<file path="config.mk">
export PLATFORM = sky130hd
export DESIGN_NAME = cook_controller_flat
export DESIGN_NICKNAME = d
export VERILOG_FILES = /design/src/rtl/microwave_pkg.sv /design/src/rtl/cook_controller_if.sv /design/src/rtl/sec_prescaler.sv /design/src/rtl/cook_controller.sv /design/src/flat_wrapper.sv
export SDC_FILE = /design/constraint.sdc
export NUM_CORES = 1
export LEC_CHECK = 0
export CAP_MARGIN = 10
export CORE_UTILIZATION = 52
export CTS_CLUSTER_SIZE = 8
export DETAILED_ROUTE_END_ITERATION = 6
export PLACE_DENSITY = 0.88
export SETUP_SLACK_MARGIN = 0.4
export SYNTH_ARGS = -nofsm -noshare
export SYNTH_HDL_FRONTEND = slang
export SYNTH_HIERARCHICAL = 1
export SYNTH_SLANG_ARGS = --single-unit
</file>
<file path="constraint.sdc">
create_clock -name clock -period 3.9 [get_ports clock]
set_clock_uncertainty 0.1 [all_clocks]
set_input_delay 0.78 -clock clock [delete_from_list [all_inputs] [get_ports clock]]
set_output_delay 0.78 -clock clock [all_outputs]
set_load 0.005 [all_outputs]
</file>
<file path="src/rtl/microwave_pkg.sv">
// Shared types and helpers for the microwave control path: FSM state
// encoding, keypad/BCD widths and keypad decode functions.
package microwave_pkg;

  localparam int KEY_W = 10;
  localparam int BCD_W = 4;

  typedef enum logic [2:0] {
    IDLE  = 3'd0,
    ENTRY = 3'd1,
    COOK  = 3'd2,
    PAUSE = 3'd3,
    DONE  = 3'd4
  } state_e;

  function automatic logic is_onehot(input logic [KEY_W-1:0] k);
    logic [3:0] n;
    n = '0;
    for (int i = 0; i < KEY_W; i++) begin
      n = n + 4'(k[i]);
    end
    return (n == 4'd1);
  endfunction

  function automatic logic [BCD_W-1:0] encode_key(input logic [KEY_W-1:0] k);
    logic [BCD_W-1:0] enc;
    enc = '0;
    for (int i = 0; i < KEY_W; i++) begin
      if (k[i]) enc = BCD_W'(i);
    end
    return enc;
  endfunction

endpackage

</file>
<file path="src/rtl/cook_controller_if.sv">
// Panel/timer signal bundle between the cook controller and its surroundings.
// Semantics: keypad/start/stop are level inputs; loadn and timer_clrn are
// active-low single-cycle strobes; timer_en is a single-cycle tick; there is
// no backpressure, every strobe is consumed on the edge that sees it.
interface cook_controller_if;
  import microwave_pkg::*;

  logic [KEY_W-1:0] keypad;
  logic             start;
  logic             stop;
  logic             door_closed;
  logic             timer_zero;
  logic [BCD_W-1:0] data;
  logic             loadn;
  logic             timer_clrn;
  logic             timer_en;
  logic             mag_on;
  logic             done;

  modport master (
    output keypad, start, stop, door_closed, timer_zero,
    input  data, loadn, timer_clrn, timer_en, mag_on, done
  );

  modport slave (
    input  keypad, start, stop, door_closed, timer_zero,
    output data, loadn, timer_clrn, timer_en, mag_on, done
  );

endinterface

</file>
<file path="src/rtl/sec_prescaler.sv">
// Once-per-second tick generator; counts only while run is high and can be
// restarted from zero, freezing its count otherwise.
module sec_prescaler #(
  parameter int TICKS_PER_SEC = 100
) (
  input  logic clock,
  input  logic clrn,
  input  logic run,
  input  logic restart,
  output logic tick
);

  localparam int CNT_W = (TICKS_PER_SEC > 1) ? $clog2(TICKS_PER_SEC) : 1;
  localparam logic [CNT_W-1:0] LAST = CNT_W'(TICKS_PER_SEC - 1);

  logic [CNT_W-1:0] cnt_q, cnt_d;
  logic             tick_q, tick_d;

  always_comb begin
    cnt_d  = cnt_q;
    tick_d = 1'b0;
    if (restart) begin
      cnt_d = '0;
    end else if (run) begin
      if (cnt_q == LAST) begin
        cnt_d  = '0;
        tick_d = 1'b1;
      end else begin
        cnt_d = cnt_q + CNT_W'(1);
      end
    end
  end

  always_ff @(posedge clock) begin
    if (!clrn) begin
      cnt_q  <= '0;
      tick_q <= 1'b0;
    end else begin
      cnt_q  <= cnt_d;
      tick_q <= tick_d;
    end
  end

  assign tick = tick_q;

endmodule

</file>
<file path="src/rtl/cook_controller.sv">
// Microwave control unit: keypad digit loading, start/stop/pause sequencing,
// door interlock, magnetron drive and the per-second timer count enable.
module cook_controller
  import microwave_pkg::*;
#(
  parameter int TICKS_PER_SEC = 100
) (
  input  logic               clock,
  input  logic               clrn,
  cook_controller_if.slave   bus,
  output state_e             state_o
);

  logic [KEY_W-1:0] key_q, key_prev_q;
  logic             start_q, stop_q;
  state_e           state_q, state_d;
  logic [BCD_W-1:0] data_q;
  logic             loadn_q, timer_clrn_q, mag_on_q, done_q;

  logic accept, start_ok, load_d, clear_d;
  logic pre_run, pre_restart, tick;

  // A press counts only on the first one-hot sample after an all-zero sample.
  assign accept   = is_onehot(key_q) && (key_prev_q == '0);
  assign start_ok = start_q && bus.door_closed && !bus.timer_zero;

  always_comb begin
    state_d = state_q;
    load_d  = 1'b0;
    clear_d = 1'b0;
    unique case (state_q)
      IDLE: begin
        if (stop_q) begin
          clear_d = 1'b1;
        end else if (accept) begin
          state_d = ENTRY;
          load_d  = 1'b1;
        end
      end
      ENTRY: begin
        if (stop_q) begin
          state_d = IDLE;
          clear_d = 1'b1;
        end else if (start_ok) begin
          state_d = COOK;
        end else if (accept) begin
          load_d = 1'b1;
        end
      end
      COOK: begin
        if (stop_q || !bus.door_closed) begin
          state_d = PAUSE;
        end else if (bus.timer_zero) begin
          state_d = DONE;
        end
      end
      PAUSE: begin
        if (stop_q) begin
          state_d = IDLE;
          clear_d = 1'b1;
        end else if (start_ok) begin
          state_d = COOK;
        end
      end
      DONE: begin
        if (stop_q || !bus.door_closed) begin
          state_d = IDLE;
          clear_d = 1'b1;
        end
      end
      default: begin
        state_d = IDLE;
      end
    endcase
  end

  // Ticks only while COOK persists, so timer_en never lands outside COOK.
  assign pre_restart = (state_d == COOK) && (state_q != COOK);
  assign pre_run     = (state_d == COOK) && (state_q == COOK);

  sec_prescaler #(
    .TICKS_PER_SEC(TICKS_PER_SEC)
  ) u_prescaler (
    .clock  (clock),
    .clrn   (clrn),
    .run    (pre_run),
    .restart(pre_restart),
    .tick   (tick)
  );

  always_ff @(posedge clock) begin
    if (!clrn) begin
      key_q        <= '0;
      key_prev_q   <= '0;
      start_q      <= 1'b0;
      stop_q       <= 1'b0;
      state_q      <= IDLE;
      data_q       <= '0;
      loadn_q      <= 1'b1;
      timer_clrn_q <= 1'b0;
      mag_on_q     <= 1'b0;
      done_q       <= 1'b0;
    end else begin
      key_q        <= bus.keypad;
      key_prev_q   <= key_q;
      start_q      <= bus.start;
      stop_q       <= bus.stop;
      state_q      <= state_d;
      if (load_d) data_q <= encode_key(key_q);
      loadn_q      <= !load_d;
      timer_clrn_q <= !clear_d;
      mag_on_q     <= (state_d == COOK);
      done_q       <= (state_d == DONE);
    end
  end

  assign bus.data       = data_q;
  assign bus.loadn      = loadn_q;
  assign bus.timer_clrn = timer_clrn_q;
  assign bus.timer_en   = tick;
  assign bus.mag_on     = mag_on_q;
  assign bus.done       = done_q;
  assign state_o        = state_q;

endmodule

</file>
<file path="src/flat_wrapper.sv">
// flat-port wrapper written by rule: the top's interface ports become plain ports
module cook_controller_flat import microwave_pkg::*;
#(
  parameter int TICKS_PER_SEC = 100
)
  (clock, clrn, state_o, bus_keypad, bus_start, bus_stop, bus_door_closed, bus_timer_zero, bus_data, bus_loadn, bus_timer_clrn, bus_timer_en, bus_mag_on, bus_done);
  cook_controller_if bus_i ();
  input  logic clock;
  input  logic clrn;
  output state_e state_o;
  input wire logic [$bits(bus_i.keypad)-1:0] bus_keypad;
  input wire logic [$bits(bus_i.start)-1:0] bus_start;
  input wire logic [$bits(bus_i.stop)-1:0] bus_stop;
  input wire logic [$bits(bus_i.door_closed)-1:0] bus_door_closed;
  input wire logic [$bits(bus_i.timer_zero)-1:0] bus_timer_zero;
  output wire logic [$bits(bus_i.data)-1:0] bus_data;
  output wire logic [$bits(bus_i.loadn)-1:0] bus_loadn;
  output wire logic [$bits(bus_i.timer_clrn)-1:0] bus_timer_clrn;
  output wire logic [$bits(bus_i.timer_en)-1:0] bus_timer_en;
  output wire logic [$bits(bus_i.mag_on)-1:0] bus_mag_on;
  output wire logic [$bits(bus_i.done)-1:0] bus_done;
  assign bus_i.keypad = bus_keypad;
  assign bus_i.start = bus_start;
  assign bus_i.stop = bus_stop;
  assign bus_i.door_closed = bus_door_closed;
  assign bus_i.timer_zero = bus_timer_zero;
  assign bus_data = bus_i.data;
  assign bus_loadn = bus_i.loadn;
  assign bus_timer_clrn = bus_i.timer_clrn;
  assign bus_timer_en = bus_i.timer_en;
  assign bus_mag_on = bus_i.mag_on;
  assign bus_done = bus_i.done;
  cook_controller #(.TICKS_PER_SEC(TICKS_PER_SEC)) u_core (.clock(clock), .clrn(clrn), .bus(bus_i), .state_o(state_o));
endmodule
</file>
==> results.md, run 1 <==
- Area occupied by multi-input gates: 857 sq um
- Cell at the root of the clock tree: clkbuf_4
- Antenna Cells: 0
- Avg Inst Size Synth: 9.78 sq um
- Most Crowded Layer GR: met2
- First-pass DRT Iterations: 4
- Status: completed
- Seq cells post-synth: 41
- Post-synth top area cell: dfxtp_1
- Vias: ~1,300
- Hold_buf cts: 0
- Yosys cell types: 40
- Critical Path RT: around 4000 ps
- 1st-iter DRT viols: 53
- Routed vias/inst: 5.15
- FFs w/ async S/R, synth: 0%
- Worst vdd ir: 261 uV
- Clock Latency Late Sink: between 300 and 400 ps
- Seq. cell area: 827 sq um
- CTS max path bufs: 2
- Port Buffer Count: 27
- Total routed wirelength: 3.22 mm
- Die area: 3620 sq um
- Post-Syn Instances: 180
- Post-Synth XOR/XNOR Area: 1.99%
- H-tree depth reported by CTS: 2
- Global placement routability congestion: 0.825
- Pwr Density: 420 nW/um^2
- Post-synthesis mux area share: 2.27%
- Final net count: 238
- GRT met1 Usage: about a quarter
- Setup tns final: 0 ps
- DRC viols: 0
- Met2 Use GR: 32.2%
- Grt ovf: 0
- Inserted Clock Buffers: 5
- DR WL/cell: ~12 microns
- Sequential area share after synthesis: 46.6%
- Area share of fa/ha/maj cells after synthesis: 8.96%
- Worst slew pin tran: 692 ps
- Max capacitance violation total: 0
- Initial antenna violation count: 0
- Simple-gate portion of the synthesized area: 24.2%
- Syn Std Cell Area: approximately 1800 sq um
- Starting Density: 56.3%
- Maximum clock frequency: about 270 MHz
- Area grow syn2layout: 25.7%
- First-pass GRT wire length: 5.39 mm
- Top-Level Pins: 28
- Post-DRT Antenna Nets: 0
- Post-synth EDFFs: 0
- Row count: 20
- Leading register cell type out of synthesis: dfxtp_1
- Max FO, Critical Path: 6
- Die Height: ~60 microns
- Critical Path AT: 3780 ps
- GR Util met3: under 10%
- Hold WC Path Type: reg2reg
- Pleak: 0.000857 uW
- Clock-pin slew on the worst setup and hold paths: 120 ps
- Compound-Gate Fraction of Synth Area: 10.5%
- Share of layout cells above drive strength 1: 14.5%
- Final setup violation count: 0
- Power Total: 929 uW
- Tot GR Track Use: 20.2%
- Synth warnings: 6
- Syn Nets: 205
- Crit end category: register
- Area share of the largest cell type after synthesis: a little under half
- Vias in the first global route: ~1,300
- Core Area: roughly 3100 sq um
- Fin crit period: roughly 3600 ps
- Synth top area cells: dfxtp_1 (47%), fa_1 (6.8%), and2_1 (6.8%)
- Max_slew headroom: 53.7%
- CTS sink count: slightly above 40
- Dpl hpwl: around 2.2 mm
- RSZ-0062 raised after global routing: yes
- Crit share post-route: about 93%
- Slew Viols, Final: 0
- Fin. Hold Viols: 0
- CP Launch Type: register
- CTS tree: done
- Kind of critical path: reg2reg
- Fill cell count: 229
- Die width: 60.2 microns
- Largest net degree at the start of global routing: 25
- Largest family of logic cells by synthesized area: simple AND/OR/NAND/NOR gates
## final cells by class
cell class | count | share of cell area [%]
Multi-Input combinational cell | 117 | 38.7
Sequential cell | 41 | 37.4
Timing Repair Buffer | 33 | 14.2
Clock inverter | 3 | 2.94
Inverter | 15 | 2.54
Tap cell | 44 | 2.49
Clock buffer | 5 | 1.70
## placed cells by master, fill, tap and decap left out, types with 2 or more instances in the layout
cell	count
buf_4	6
nand2_1	5
xnor2_1	2
mux2i_1	4
clkbuf_4	5
bufinv_16	2
a31oi_1	3
nand3_1	2
o21ai_0	4
dfxtp_2	5
a2111oi_0	3
clkdlybuf4s50_1	27
xor2_1	2
nor3_1	4
nor4_1	3
a21oi_1	8
ha_1	2
fa_1	5
and2_1	19
dfxtp_1	36
nor2_1	21
nand2b_1	7
nand4_1	2
inv_1	14
o31ai_1	2
## power breakdown
part	internal, uW	switching, uW	leakage (uW)	total [uW]
clock network	198	136	0.0000552	335
registers	436	13.3	0.000337	449
logic	76.5	68.4	0.000465	145
total	711	218	0.000857	929
## layer usage
layer  vias to the layer above  routed length [microns]
li1                        668                        -
met1                       603                     1550
met2                        50                     1470
met3                         8                      143
met4                         0                       59
met5                         -                        0
## synthesized netlist by cell type, types with 2 or more instances
library cell  count
a2111oi_0         3
a21oi_1           8
a31oi_1           3
and2_1           19
clkbuf_1          4
dfxtp_1          41
fa_1              6
ha_1              3
inv_1            15
mux2i_1           4
nand2_1           5
nand2b_1          7
nand3_1           2
nand4_1           2
nor2_1           22
nor3_1            4
nor4_1            3
o21ai_0           4
o31ai_1           2
xnor2_1           2
xor2_1            2
## registers in the layout, summed over array words and instances (netlist names)
name and cells:
u_core/start_q 1, u_core/state_o 3, u_core/stop_q 1, u_core/u_prescaler/cnt_q 7, u_core/u_prescaler/tick 1, u_core/bus.mag_on 1
u_core/bus.data 4, u_core/bus.loadn 1, u_core/bus.done 1, u_core/bus.timer_clrn 1, u_core/key_prev_q 10, u_core/key_q 10
## logic make-up (layout without fill, tap and decap cells)
family          after synthesis  count (layout)
mux                           4               4
buf+inv                      22              56
compound gates               27              27
fa+ha+maj                     9               9
flops                        41              41
xor+xnor                      4               4
simple gates                 73              73
## path summary, 6_finish.rpt
check | startpoint | to | slack [ps] | cells past startpoint
worst max-delay path | u_core/key_q[9]$_SDFF_PN0_ | u_core/bus.data[2]$_SDFFE_PN0P_ | 250 | 14
worst min-delay path | u_core/key_q[0]$_SDFF_PN0_ | u_core/key_prev_q[0]$_SDFF_PN0_ | 410 | 1
worst max register to register | u_core/key_q[9]$_SDFF_PN0_ | u_core/bus.data[2]$_SDFFE_PN0P_ | 250 | 14
worst min register to register | u_core/key_q[0]$_SDFF_PN0_ | u_core/key_prev_q[0]$_SDFF_PN0_ | 410 | 1
## through the flow
stage | instance area (sq um) | hold WS, ps | instances | utilization (%) | setup WS, ps
2_1_floorplan | 1760 | 352 | 180 | - | 410
3_3_place_gp | 2050 | 386 | 245 | 65.7 | 280
3_5_place_dp | 2050 | 389 | 245 | 65.7 | 176
4_1_cts | 2210 | 410 | 258 | 70.8 | 273
5_1_grt | 2210 | 422 | 258 | 70.8 | 156
6_report | 2210 | 412 | 258 | 70.8 | 255
## worst max-delay path: stages, from the launching register on
cell and delay (ps):
dfxtp_2 360, fa_1 500, fa_1 520, inv_1 50
fa_1 420, inv_1 70, ha_2 170, inv_2 40
fa_2 340, a211oi_2 190, nor2_2 90, nor4_4 250
buf_4 190, mux2i_1 190, nor2_1 50
## what timing repair did
action,CTS,global route
gates resized for setup,10,0
setup endpoints to repair,5,5
buffers inserted,5,0
pin swaps,5,3
Note: power is estimated with default switching activity, not from simulation.
==> run 2, diff against run 1 <==
ABC_CLOCK_PERIOD_IN_PS = 3900   (was not set)
SLEW_MARGIN = 20   (was not set)
==> results of run 2 <==
No change in the layout: final DEF, timing and power equal those of run 1.
==> run 3, diff against run 2 <==
CORE_MARGIN = 4   (was not set)
CORE_UTILIZATION = 50   (was 52)
PLACE_DENSITY = 0.85   (was 0.88)
==> run 3 against run 2 <==
Against the previous run:
- register-to-register slack improved by 60 ps
- critical path depth fell by 1
- via count rose by 2.7%
- worst setup slack improved by 65 ps
- count of clock-buffer cells in the layout rose by 2
- cell count rose by 0.39%
- global-route usage fell by 3.1 points
- clock power fell by 29%
- worst hold slack got worse by 35 ps
- sequential power barely moved
- routed wire length rose by 6.2%
- cell area fell by 0.96%
==> results.md, run 3 (synthesis results as in run 1) <==
- Slew Viols, Final: 0 (unchanged)
- Area grow syn2layout: 24.5%
- Die Height: 67.3 microns (+12%)
- CP most frequent cell: fa_1
- Final hold slack: 377 ps (-35.5 ps)
- Slowest stage delay, CP: 510 ps (about the same)
- Final setup violation count: 0 (unchanged)
- HP Start: u_core/key_q[0]$_SDFF_PN0_
- RSZ-0062 raised after global routing: yes
- Fill cell count: 290 (+27%)
- Crit-path slowest cell: fa_1
- Core Area: 3360 sq um (+7.5%)
- 1st-iter DRT viols: 66 (+25%)
- H-tree depth reported by CTS: 2 (unchanged)
- Grt ovf: 0 (unchanged)
- Vias: 1,365 (+2.7%)
- Crit path to: u_core/bus.data[2]$_SDFFE_PN0P_
- Crit share post-route: 91.8% (-1.7 points)
- Total routed wirelength: 3.42 mm (+6.2%)
- Vias in the first global route: 1,319 (+5.5%)
- Clock-pin slew on the worst setup and hold paths: 110 ps (about the same)
- Die width: 67.3 microns (+12%)
- Critical Path RT: 4030 ps (about the same)
- Row count: 21 (+5.0%)
- Initial antenna violation count: 0 (unchanged)
- Port Buffer Count: 27 (unchanged)
- Maximum clock frequency: 279 MHz (+1.8%)
- Reg-to-Reg Start: u_core/key_q[7]$_SDFF_PN0_
- First-pass DRT Iterations: 4 (unchanged)
- Status: completed
- Max capacitance violation total: 0 (unchanged)
- Flop2flop setup slack: 320 ps (+60 ps)
- Power Total: 835 uW (-10%)
- Top Layer Used: met4
- Worst-path cell chain: fa_1 > fa_1 > inv_1 > fa_1 > inv_2 > ha_4 > inv_2 > fa_2 > nand4b_1 > nor4_4 > buf_6 > mux2i_1 > nor2_1
- Pleak: 0.000841 uW (-1.9%)
- Kind of critical path: reg2reg
- DR WL/cell: 13.2 microns (+5.8%)
- Dpl hpwl: 2.41 mm (+10%)
- Global placement routability congestion: 0.873 (+5.8%)
- Die area: 4530 sq um (+25%)
- CP Launch Type: register
- Share of layout cells above drive strength 1: 14.1% (-0.40 points)
- Met1 WL: 1.52 mm (-1.9%)
- Post-DRT Antenna Nets: 0 (unchanged)
- WL met2: 1.63 mm (+11%)
- R2R Path End: u_core/bus.data[2]$_SDFFE_PN0P_
- CTS sink count: 41 (unchanged)
- DRC viols: 0 (unchanged)
- Commonest non-fill, non-tap cell in the layout: dfxtp_1
- First-pass GRT wire length: 5.72 mm (+6.2%)
- Commonest non-fill, non-tap cells in the layout: dfxtp_1 (36), clkdlybuf4s50_1 (27), nor2_1 (22)
- Antenna Cells: 0 (unchanged)
- CP startpoint: u_core/key_q[7]$_SDFF_PN0_
- Max FO, Critical Path: 6 (unchanged)
- Biggest regs: u_core/key_prev_q (10), u_core/key_q (10), u_core/u_prescaler/cnt_q (7)
- Setup tns final: 0 ps (unchanged)
- Final net count: 237 (-0.42%)
- CTS tree: done
- Fin. Hold Viols: 0 (unchanged)
- Fin crit period: 3580 ps (-64.9 ps)
- Largest net degree at the start of global routing: 25 (unchanged)
- Max_slew headroom: 54.5% (+0.77 points)
- CTS max path bufs: 2 (unchanged)
- Starting Density: 52.3% (-3.9 points)
- Worst slew pin tran: 681 ps (-11.5 ps)
- Worst Reg-to-Reg Cells: 13 (-1)
- Hold WC Path Type: reg2reg
- Critical Path AT: 3710 ps (-70 ps)
- Pwr Density: 381 nW/um^2 (-9.3%)
- Crit end category: register
- DP Worst Slack: 166 ps (-10.1 ps)
- Cell at the root of the clock tree: clkbuf_4
- WL met3: 190 microns (+33%)
- Top-Level Pins: 28 (unchanged)
- Final WS setup: 320 ps (+64.9 ps)
- Worst vdd ir: 230 uV (-12%)
- Tot GR Track Use: 17.1% (-3.1 points)
- Clock Latency Late Sink: 350 ps (about the same)
- Inserted Clock Buffers: 5 (unchanged)
- Routed vias/inst: 5.27 (+2.3%)
-- run 3: changes by cell type in the layout (fill, tap and decap cells not counted), sizes merged --
cell,before,now
buf,6,5
clkbuf,5,7
bufinv,2,0
-- run 3: cell type report --
| cell class | count | area, sq um | share of cell area (%) |
|---|---|---|---|
| Tap cell | 46 | 57.6 | 2.63 |
| Clock inverter | 1 | 5.00 | 0.228 |
| Timing Repair Buffer | 32 | 312 | 14.2 |
| Inverter | 15 | 56.3 | 2.57 |
| Sequential cell | 41 | 832 | 38.0 |
| Multi-Input combinational cell | 117 | 865 | 39.4 |
| Clock buffer | 7 | 65.1 | 2.97 |
-- run 3: stage by stage --
step	utilization, %	cells	area [sq um]
global route	65.2	259	2190
floorplan	-	180	1760
CTS	63.8	257	2150
global placement	61.2	247	2060
finish	65.2	259	2190
detailed placement	61.2	247	2060
-- run 3: worst min path at each step --
stage,end,slack [ps],cells past startpoint
final,u_core/key_prev_q[0]$_SDFF_PN0_,380,1
after global routing,u_core/key_prev_q[5]$_SDFF_PN0_,410,1
after CTS,u_core/key_prev_q[0]$_SDFF_PN0_,390,1
after detailed placement,u_core/u_prescaler/tick$_SDFF_PP0_,390,2
after global placement,u_core/bus.data[2]$_SDFFE_PN0P_,380,2
after floorplan,u_core/bus.timer_clrn$_SDFF_PN0_,350,1
-- run 3: critical path: cells and delay by family, from the launching register on --
kind	cells	cell delay (ps)
fa+ha+maj	5	2080
buf+inv	4	330
flops	1	360
mux	1	190
simple gates	3	420
-- run 3: per-layer routing --
metal / vias up / track usage [%]
li1: 672 / -
met1: 643 / 21.3
met2: 40 / 26.0
met3: 10 / 5.99
met4: 0 / 9.11
met5: - / 0
-- run 3: what timing repair did --
item	4_1_cts	5_1_grt
hold buffers	0	0
setup buffers	2	2
resized for setup	3	12
pin swaps	2	4
endpoints found under the setup margin	5	5
-- run 3: power breakdown --
| group | internal [uW] | leakage, uW | switching [uW] | total, uW |
|---|---|---|---|---|
| sequential | 435 | 0.000338 | 13.8 | 449 |
| clock | 105 | 0.0000413 | 133 | 237 |
| combinational | 78.4 | 0.000462 | 70.4 | 149 |
